### config.mk
export PLATFORM = sky130hd
export DESIGN_NAME = branch_target_predictor
export DESIGN_NICKNAME = d
export VERILOG_FILES = /design/src/rtl/branch_target_predictor.sv
export SDC_FILE = /design/constraint.sdc
export NUM_CORES = 2
export LEC_CHECK = 0
export ABC_CLOCK_PERIOD_IN_PS = 6680
export BUFFER_PORTS_ARGS = -buffer_cell sky130_fd_sc_hd__buf_2
export CAP_MARGIN = 30
export CORE_UTILIZATION = 45
export DETAILED_ROUTE_END_ITERATION = 10
export GPL_ROUTABILITY_DRIVEN = 0
export GPL_TIMING_DRIVEN = 0
export SYNTH_ARGS = -nofsm -noshare
export SYNTH_HDL_FRONTEND = slang
export SYNTH_SLANG_ARGS = --single-unit
### constraint.sdc
create_clock -name clk -period 6.68 [get_ports clk]
set_input_delay 1.336 -clock clk [delete_from_list [all_inputs] [get_ports clk]]
set_output_delay 1.336 -clock clk [all_outputs]
set_load 0.005 [all_outputs]
### src/rtl/branch_target_predictor.sv
// rtl/branch_target_predictor.sv - direct-mapped BTB with saturating direction counters and mispredict redirect
module branch_target_predictor #(
    parameter int ADDR_W  = 32,
    parameter int ENTRIES = 16,
    parameter int CTR_W   = 2,
    parameter int STAT_W  = 16
) (
    input  logic              clk,
    input  logic              rst_n,
    input  logic              flush_all,
    input  logic [ADDR_W-1:0] lookup_pc,
    output logic              pred_taken,
    output logic [ADDR_W-1:0] pred_pc,
    input  logic              upd_valid,
    input  logic [ADDR_W-1:0] upd_pc,
    input  logic              upd_uncond,
    input  logic              upd_taken,
    input  logic [ADDR_W-1:0] upd_target,
    input  logic              upd_pred_taken,
    input  logic [ADDR_W-1:0] upd_pred_pc,
    output logic              redirect,
    output logic [ADDR_W-1:0] redirect_pc,
    output logic [STAT_W-1:0] stat_lookup_hits,
    output logic [STAT_W-1:0] stat_mispredicts
);

    localparam int IDX_W = $clog2(ENTRIES);
    localparam int TAG_W = ADDR_W - IDX_W - 2;

    localparam logic [CTR_W-1:0]  CTR_MAX  = {CTR_W{1'b1}};
    localparam logic [CTR_W-1:0]  CTR_WEAK = CTR_W'(1) << (CTR_W - 1);
    localparam logic [STAT_W-1:0] STAT_MAX = {STAT_W{1'b1}};

    logic [ENTRIES-1:0] valid_q;
    logic [TAG_W-1:0]   tag_q    [ENTRIES];
    logic [ADDR_W-1:0]  target_q [ENTRIES];
    logic [CTR_W-1:0]   ctr_q    [ENTRIES];

    logic              redirect_q;
    logic [ADDR_W-1:0] redirect_pc_q;
    logic [STAT_W-1:0] hits_q;
    logic [STAT_W-1:0] mispred_q;

    // Lookup reads the registered table only, so a same-cycle update is never visible here.
    logic [IDX_W-1:0] lk_idx;
    logic [TAG_W-1:0] lk_tag;
    logic             lk_hit;

    assign lk_idx     = lookup_pc[IDX_W+1:2];
    assign lk_tag     = lookup_pc[ADDR_W-1:IDX_W+2];
    assign lk_hit     = valid_q[lk_idx] && (tag_q[lk_idx] == lk_tag);
    assign pred_taken = lk_hit && ctr_q[lk_idx][CTR_W-1];
    assign pred_pc    = pred_taken ? target_q[lk_idx] : lookup_pc + ADDR_W'(4);

    logic [IDX_W-1:0]  up_idx;
    logic [TAG_W-1:0]  up_tag;
    logic              up_hit;
    logic              up_taken_eff;
    logic [ADDR_W-1:0] actual_pc;
    logic              mispredict;

    assign up_idx       = upd_pc[IDX_W+1:2];
    assign up_tag       = upd_pc[ADDR_W-1:IDX_W+2];
    assign up_hit       = valid_q[up_idx] && (tag_q[up_idx] == up_tag);
    assign up_taken_eff = upd_taken || upd_uncond;
    assign actual_pc    = upd_taken ? upd_target : upd_pc + ADDR_W'(4);
    assign mispredict   = upd_valid && (upd_pred_pc != actual_pc);

    // The predicted direction travels with the instruction for debug only; recovery compares PCs.
    logic unused_pred_taken;
    assign unused_pred_taken = upd_pred_taken;

    logic             ctr_we;
    logic             tgt_we;
    logic             alloc;
    logic [CTR_W-1:0] ctr_new;

    always_comb begin
        ctr_we  = 1'b0;
        tgt_we  = 1'b0;
        alloc   = 1'b0;
        ctr_new = ctr_q[up_idx];
        if (upd_valid && !flush_all) begin
            if (up_hit) begin
                ctr_we = 1'b1;
                if (upd_uncond) begin
                    ctr_new = CTR_MAX;
                    tgt_we  = 1'b1;
                end else if (upd_taken) begin
                    ctr_new = (ctr_q[up_idx] == CTR_MAX) ? CTR_MAX : ctr_q[up_idx] + CTR_W'(1);
                    tgt_we  = 1'b1;
                end else begin
                    ctr_new = (ctr_q[up_idx] == '0) ? '0 : ctr_q[up_idx] - CTR_W'(1);
                end
            end else if (up_taken_eff) begin
                ctr_we  = 1'b1;
                tgt_we  = 1'b1;
                alloc   = 1'b1;
                ctr_new = upd_uncond ? CTR_MAX : CTR_WEAK;
            end
        end
    end

    always_ff @(posedge clk or negedge rst_n) begin
        if (!rst_n) begin
            valid_q <= '0;
            for (int i = 0; i < ENTRIES; i++) begin
                tag_q[i]    <= '0;
                target_q[i] <= '0;
                ctr_q[i]    <= '0;
            end
        end else begin
            if (flush_all) begin
                valid_q <= '0;
            end else if (alloc) begin
                valid_q[up_idx] <= 1'b1;
            end
            if (alloc) begin
                tag_q[up_idx] <= up_tag;
            end
            if (tgt_we) begin
                target_q[up_idx] <= upd_target;
            end
            if (ctr_we) begin
                ctr_q[up_idx] <= ctr_new;
            end
        end
    end

    // Redirect pulses for exactly the cycle after a mispredict; the PC is held between pulses.
    always_ff @(posedge clk or negedge rst_n) begin
        if (!rst_n) begin
            redirect_q    <= 1'b0;
            redirect_pc_q <= '0;
            hits_q        <= '0;
            mispred_q     <= '0;
        end else begin
            redirect_q <= mispredict;
            if (mispredict) begin
                redirect_pc_q <= actual_pc;
            end
            if (pred_taken && (hits_q != STAT_MAX)) begin
                hits_q <= hits_q + STAT_W'(1);
            end
            if (mispredict && (mispred_q != STAT_MAX)) begin
                mispred_q <= mispred_q + STAT_W'(1);
            end
        end
    end

    assign redirect         = redirect_q;
    assign redirect_pc      = redirect_pc_q;
    assign stat_lookup_hits = hits_q;
    assign stat_mispredicts = mispred_q;

endmodule

# --- After elaboration in Yosys (flattened, before gate mapping) ---
# Index checks and enable logic that the tools add are counted.
word_totals:
  in_bits: 135
  reg_bits: 1041
  output_inout_bits: 98
classes:
  magnitude_cmp: 6
  n_reduce_logical: 13
  bitwise: 3
  eq_ne: 6
  add_sub_neg: 6
  muxes: 51
ops:
  columns: ["op", "count"]
  rows:
  - ["$bwmux 512", 1]
  - ["$bwmux 416", 1]
  - ["$bmux 26 s4", 2]
  - ["$mux 32", 5]
  - ["$mux 26", 5]
  - ["$bmux 32 s4", 1]
  - ["$demux 32 s4", 1]
  - ["$demux 26 s4", 1]
  - ["$add 32x3->32 const B", 2]
  - ["$eq 26x26->1", 2]
  - ["$add 16x1->16 const B", 2]
  - ["$bwmux 32", 1]
  - ["$mux 16", 2]
  - ["$ne 16x16->1 const B", 2]
  - ["$ne 32x32->1", 1]
  - ["$mux 2", 12]
  - ["$bmux 2 s4", 2]
  - ["$or 16x16->16", 1]
  - ["$mux 1", 13]
  - ["$ge 5x5->1 const B", 2]
  - ["$lt 4x5->1 const B", 2]
  - ["$not 4->5", 2]
  - ["$logic_and 1x1->1", 9]
  - ["$bmux 1 s4", 2]
  - ["other kinds (11)", 11]

# --- Longest topological paths before layout ---
logic_depth:
  depth_word: 11
  depth_mapped: 19
  ltp_nobuf: 11

# --- Least setup slack after synthesis ---
# OpenSTA, ideal clock, no wires.
synth_timing:
  path_kind: "in2out"
  startpoint: "input port lookup_pc[2]"
  endpoint: "output port pred_pc[0]"
  slack_ps: 533
  cell_stages: 10
  n_path_buf: 7
  arrival_ps: 4811
  cell_sequence: "buf_2 -> buf_2 -> buf_2 -> buf_2 -> clkbuf_1 -> buf_2 -> buf_1 -> mux4_2 -> mux4_2 -> mux2_2"
synth_between:
  elab_chain_len: 8
  elab_cells_between_ends: 16
synth_lines:
  columns: ["item", "line_no", "rtl"]
  rows:
  - ["start: declaration", "11", "input logic [ADDR_W-1:0] lookup_pc,"]
  - ["$not 4->5 (implied by the code)", "51, 52, 53", null]
  - ["$bmux 26 s4", "51", "assign lk_hit = valid_q[lk_idx] && (tag_q[lk_idx] == lk_tag);"]
  - ["$mux 26 (implied by the code) (2 in a row)", "51", null]
  - ["$eq 26x26->1", "51", null]
  - ["$logic_and 1x1->1", "51", null]
  - ["$logic_and 1x1->1", "52", "assign pred_taken = lk_hit && ctr_q[lk_idx][CTR_W-1];"]
  - ["$mux 32 *", "53", "assign pred_pc = pred_taken ? target_q[lk_idx] : lookup_pc + ADDR_W'(4);"]
  - ["end: declaration", "13", "output logic [ADDR_W-1:0] pred_pc,"]
# Every way passes the cells marked *; elsewhere a longest branch is shown, timed or not. The select of a mux whose other input is x is not followed.

# --- Worst setup path after layout ---
layout_timing:
  startpoint: "input port upd_pc[3]"
  endpoint: "register tag_q[391] in the netlist's numbering"
layout_between:
  elab_chain_len: 8
  elab_cells_between_ends: 16
layout_lines:
  columns: ["item", "line_no", "rtl"]
  rows:
  - ["start: declaration", "15", "input logic [ADDR_W-1:0] upd_pc,"]
  - ["$not 4->5 (implied by the code)", "64, 119", null]
  - ["$bmux 26 s4", "64", "assign up_hit = valid_q[up_idx] && (tag_q[up_idx] == up_tag);"]
  - ["$mux 26 (implied by the code) (2 in a row)", "64", null]
  - ["$eq 26x26->1", "64", null]
  - ["$logic_and 1x1->1", "64", null]
  - ["$mux 1", "84", "if (up_hit) begin"]
  - ["$mux 1", "83", "if (upd_valid && !flush_all) begin"]
  - ["end signal: indexed assignment", "119", "tag_q[up_idx] <= up_tag;"]
  - ["end: declaration", "35", "logic [TAG_W-1:0] tag_q [ENTRIES];"]
# Several ways; a longest one is shown, not always the timed one. The select of a mux whose other input is x is not followed.
# A chain may end at the register's enable or synchronous reset.

==> out/qor.yml <==
run_status:
  outcome: "finished, violations left"
  violations: "negative setup slack"
min_path:
  worst_hold_path_type: "reg2reg"
critical_path:
  worstPathArrival_ns: 7.39
  crit_cells: 14
  r2r_cells: 10
  endpoint_kind: "register"
  path_cells: "buf_2 -> buf_4 -> buf_4 -> buf_2 -> clkbuf_4 -> mux4_2 -> a221oi_1 -> xnor2_1 -> o2111ai_1 -> nor4_2 -> nand3_2 -> nand2_1 -> buf_2 -> mux2_2"
  required_ns: 7.25
  cp-startpoint: "upd_pc[3]"
  start_kind: "primary input"
  crit_slowest_cell: "nand2_1"
  r2r-start: "tag_q[281]"
  cpMostUsedCell: "buf_2"
  crit_fanout: 10
  worstReg2RegEnd: "tag_q[391]"
  endpoint: "tag_q[391]"
  critical-path-top-delay-family: "buffers and inverters"
  ff2ff_setup_slack_ns: 1.62
  max_stage_delay_ns: 0.77
  critPathKind: "in2reg"
  path_buf_inv: 6
detailed_routing:
  ant_nets: 0
  wirelength_um: 204900
  wl_per_cell_um: 31.59
  vias: 40350
  post_drt_via_cell_ratio: 6.220
  drtIter0Drc: 4939
  firstDrtPassIters: 6
  drc_errors: 0
final_layout:
  layout_common_cells: "1041 x dfrtp_1, 802 x mux2_2, 791 x nand2_1, 367 x mux4_2, 260 x clkbuf_1"
  layout_commonest_cell: "dfrtp_1"
  regArea_um2: 26050
  area_growth_pct: 15.14
  fin_area_um2: 63450
  final_util: 0.5220
  multiInputGateArea_um2: 27310
  drive_gt1_frac: 0.3715
  fillCellCount: 10500
  nets: 4889
clock_tree:
  clk-insertion-delay-late_ns: 0.75
  cts_root_buffer: "clkbuf_16"
  cts_tree: "done"
  cts.clk_slew.worst_paths_ns: 0.06
  cts_num_sinks: 1041
  cts_buffers: 114
  clock_path_buffers: 3
  hold_buffers: 0
  h-tree-depth: 3
die:
  std_cell_rows: 128
  core_area_um2: 121600
  io_pins: 233
  die_h_um: 351.9
  initial_core_util: 0.4533
  die_w_um: 351.9
  die_area_um2: 123900
placement:
  hpwl_um: 150600
  io_buffers: 189
  placed_cell_area_um2: 58940
synth:
  ys_warn_count: 0
  avgSynthCellArea_um2: 12.58
  synth_edf_count: 0
  syn_area_um2: 55110
  synth_cells: 4379
  synth_cell_types: 87
  async_reset_ff_frac: 1.000
  synth_nets: 4521
  synthFlopType: "dfrtp_1"
  ys_seq_area_frac: 0.4727
  synth-seq-cells: 1041
power:
  peakVddDrop_uv: 248.6
  p_leak_uw: 0.02878
  powerDensity_nw_per_um2: 289.3
global_routing:
  track_usage: 0.3301
  grt_pass1_vias: 40180
  antenna_found_initial: 29
  grt_max_degree: 166
  grt-ovfl-total: 0
  grt_pass1_wl_um: 293900
timing:
  timing.fmax_ghz: 0.1465
  post-route-period-util: 1.022
  skew_ns: 0.06945
  layout_min_cycle_time_ns: 6.826
  tightest_slew_ns: 1.158
  finalWorstSetupSlack_ns: -0.1455
  slew_headroom: 0.2281
  finalSetupViolations: 133
  slew_viol_final: 0
  hold_viol_final: 0
flow_run:
  drv_cap: 0
-- report_power, final --
part | internal (uW) | leakage, uW | switching, uW
clock | 3960 | 0.00196 | 2760
combinational | 1840 | 0.0133 | 1740
sequential | 7350 | 0.0135 | 695
total | 13200 | 0.0288 | 5200
-- worst min path at each step --
stage	startpoint	endpoint	slack [ns]	cells after the start
after floorplan	target_q[256]	target_q[256]	0.44	2
after global placement	target_q[278]	target_q[278]	0.45	2
after global routing	target_q[276]	target_q[276]	0.49	2
final	target_q[318]	target_q[318]	0.47	2
after detailed placement	target_q[300]	target_q[300]	0.46	2
after CTS	target_q[279]	target_q[279]	0.47	2
-- cells by family (layout without fill, tap and decap cells) --
logic type | Yosys count | count (layout) | share of synthesized area
simple gates | 1159 | 1159 | 0.09162
xor+xnor | 163 | 163 | 0.02616
compound gates | 252 | 252 | 0.03177
mux | 1308 | 1308 | 0.3401
flops | 1041 | 1041 | 0.4727
fa+ha+maj | 8 | 8 | 0.001771
buf+inv | 448 | 912 | 0.03583
other cells | 0 | 18 | 0
-- cells in the mapped netlist (9+ instances only) --
cell | count | area (um2)
a21oi_1 | 53 | 265.3
xnor2_1 | 116 | 1016
mux2i_1 | 131 | 1311
dfrtp_1 | 1041 | 26050
buf_4 | 16 | 120.1
nand3_1 | 86 | 430.4
buf_2 | 72 | 360.4
mux4_2 | 367 | 8265
and4_1 | 9 | 78.83
nor4_1 | 19 | 118.9
a211oi_1 | 10 | 75.07
nand4_1 | 35 | 219.0
o21ai_0 | 44 | 220.2
buf_1 | 49 | 183.9
clkbuf_1 | 254 | 953.4
inv_1 | 40 | 150.1
a22oi_1 | 18 | 135.1
nor3_1 | 20 | 100.1
xor2_1 | 46 | 402.9
a31oi_1 | 18 | 112.6
and2_1 | 12 | 75.07
and3_1 | 31 | 193.9
or3_1 | 10 | 62.56
mux2_2 | 802 | 9031
nand2_1 | 793 | 2977
nor2_1 | 80 | 300.3
nor2b_1 | 15 | 93.84
nand2b_1 | 14 | 87.58
-- flip-flops by register name (all words and copies together) (netlist names) --
signal	flops
ctr_q	32
stat_mispredicts	16
valid_q	16
tag_q	416
redirect_pc	32
target_q	512
stat_lookup_hits	16
redirect	1
-- final cells by class --
cell class	count	share of cell area
Inverter	43	0.002544
Clock inverter	44	0.009110
Tap cell	1625	0.03204
Buffer	405	0.03116
Antenna cell	18	0.0007099
Clock buffer	168	0.05340
Timing Repair Buffer	252	0.03013
Sequential cell	1041	0.4106
Multi-Input combinational cell	2890	0.4304
-- layer usage --
layer / vias up / GRT usage / part of all wire
met1: 20990 / 0.4295 / 0.39
met5: - / 0 / 0.00050
met4: 18 / 0.1762 / 0.059
met2: 2205 / 0.4902 / 0.44
li1: 16590 / - / -
met3: 550 / 0.1072 / 0.11
-- timing repair --
action,CTS,global route
setup endpoints to repair,33,245
pin swaps,5,4
setup buffers,7,2
endpoints found under the hold margin,0,0
gates resized for setup,91,27
-- worst reg2reg max path, delay by kind of cell (launching register included) --
| kind | cells | cell delay [ns] |
|---|---|---|
| and+or+nand+nor | 5 | 2.45 |
| AOI/OAI and AO/OA | 3 | 1.00 |
| buffers and inverters | 1 | 0.63 |
| DFF | 1 | 0.40 |
| muxes | 1 | 0.40 |
-- stage by stage --
stage	power, uW	TNS [ns]	hold WS [ns]	cells	setup WS [ns]
finish	18350	-8.475	0.4713	6486	-0.1455
global route	18960	-0.04073	0.4906	6474	-0.01143
CTS	18290	0	0.4738	6462	0.002897
detailed placement	11570	-247.93	0.4578	6243	-1.972
global placement	11420	-	0.4536	6193	-19.05
floorplan	10210	0	0.4408	4379	0.5331
No activity file was read; power rests on OpenSTA's default activity.
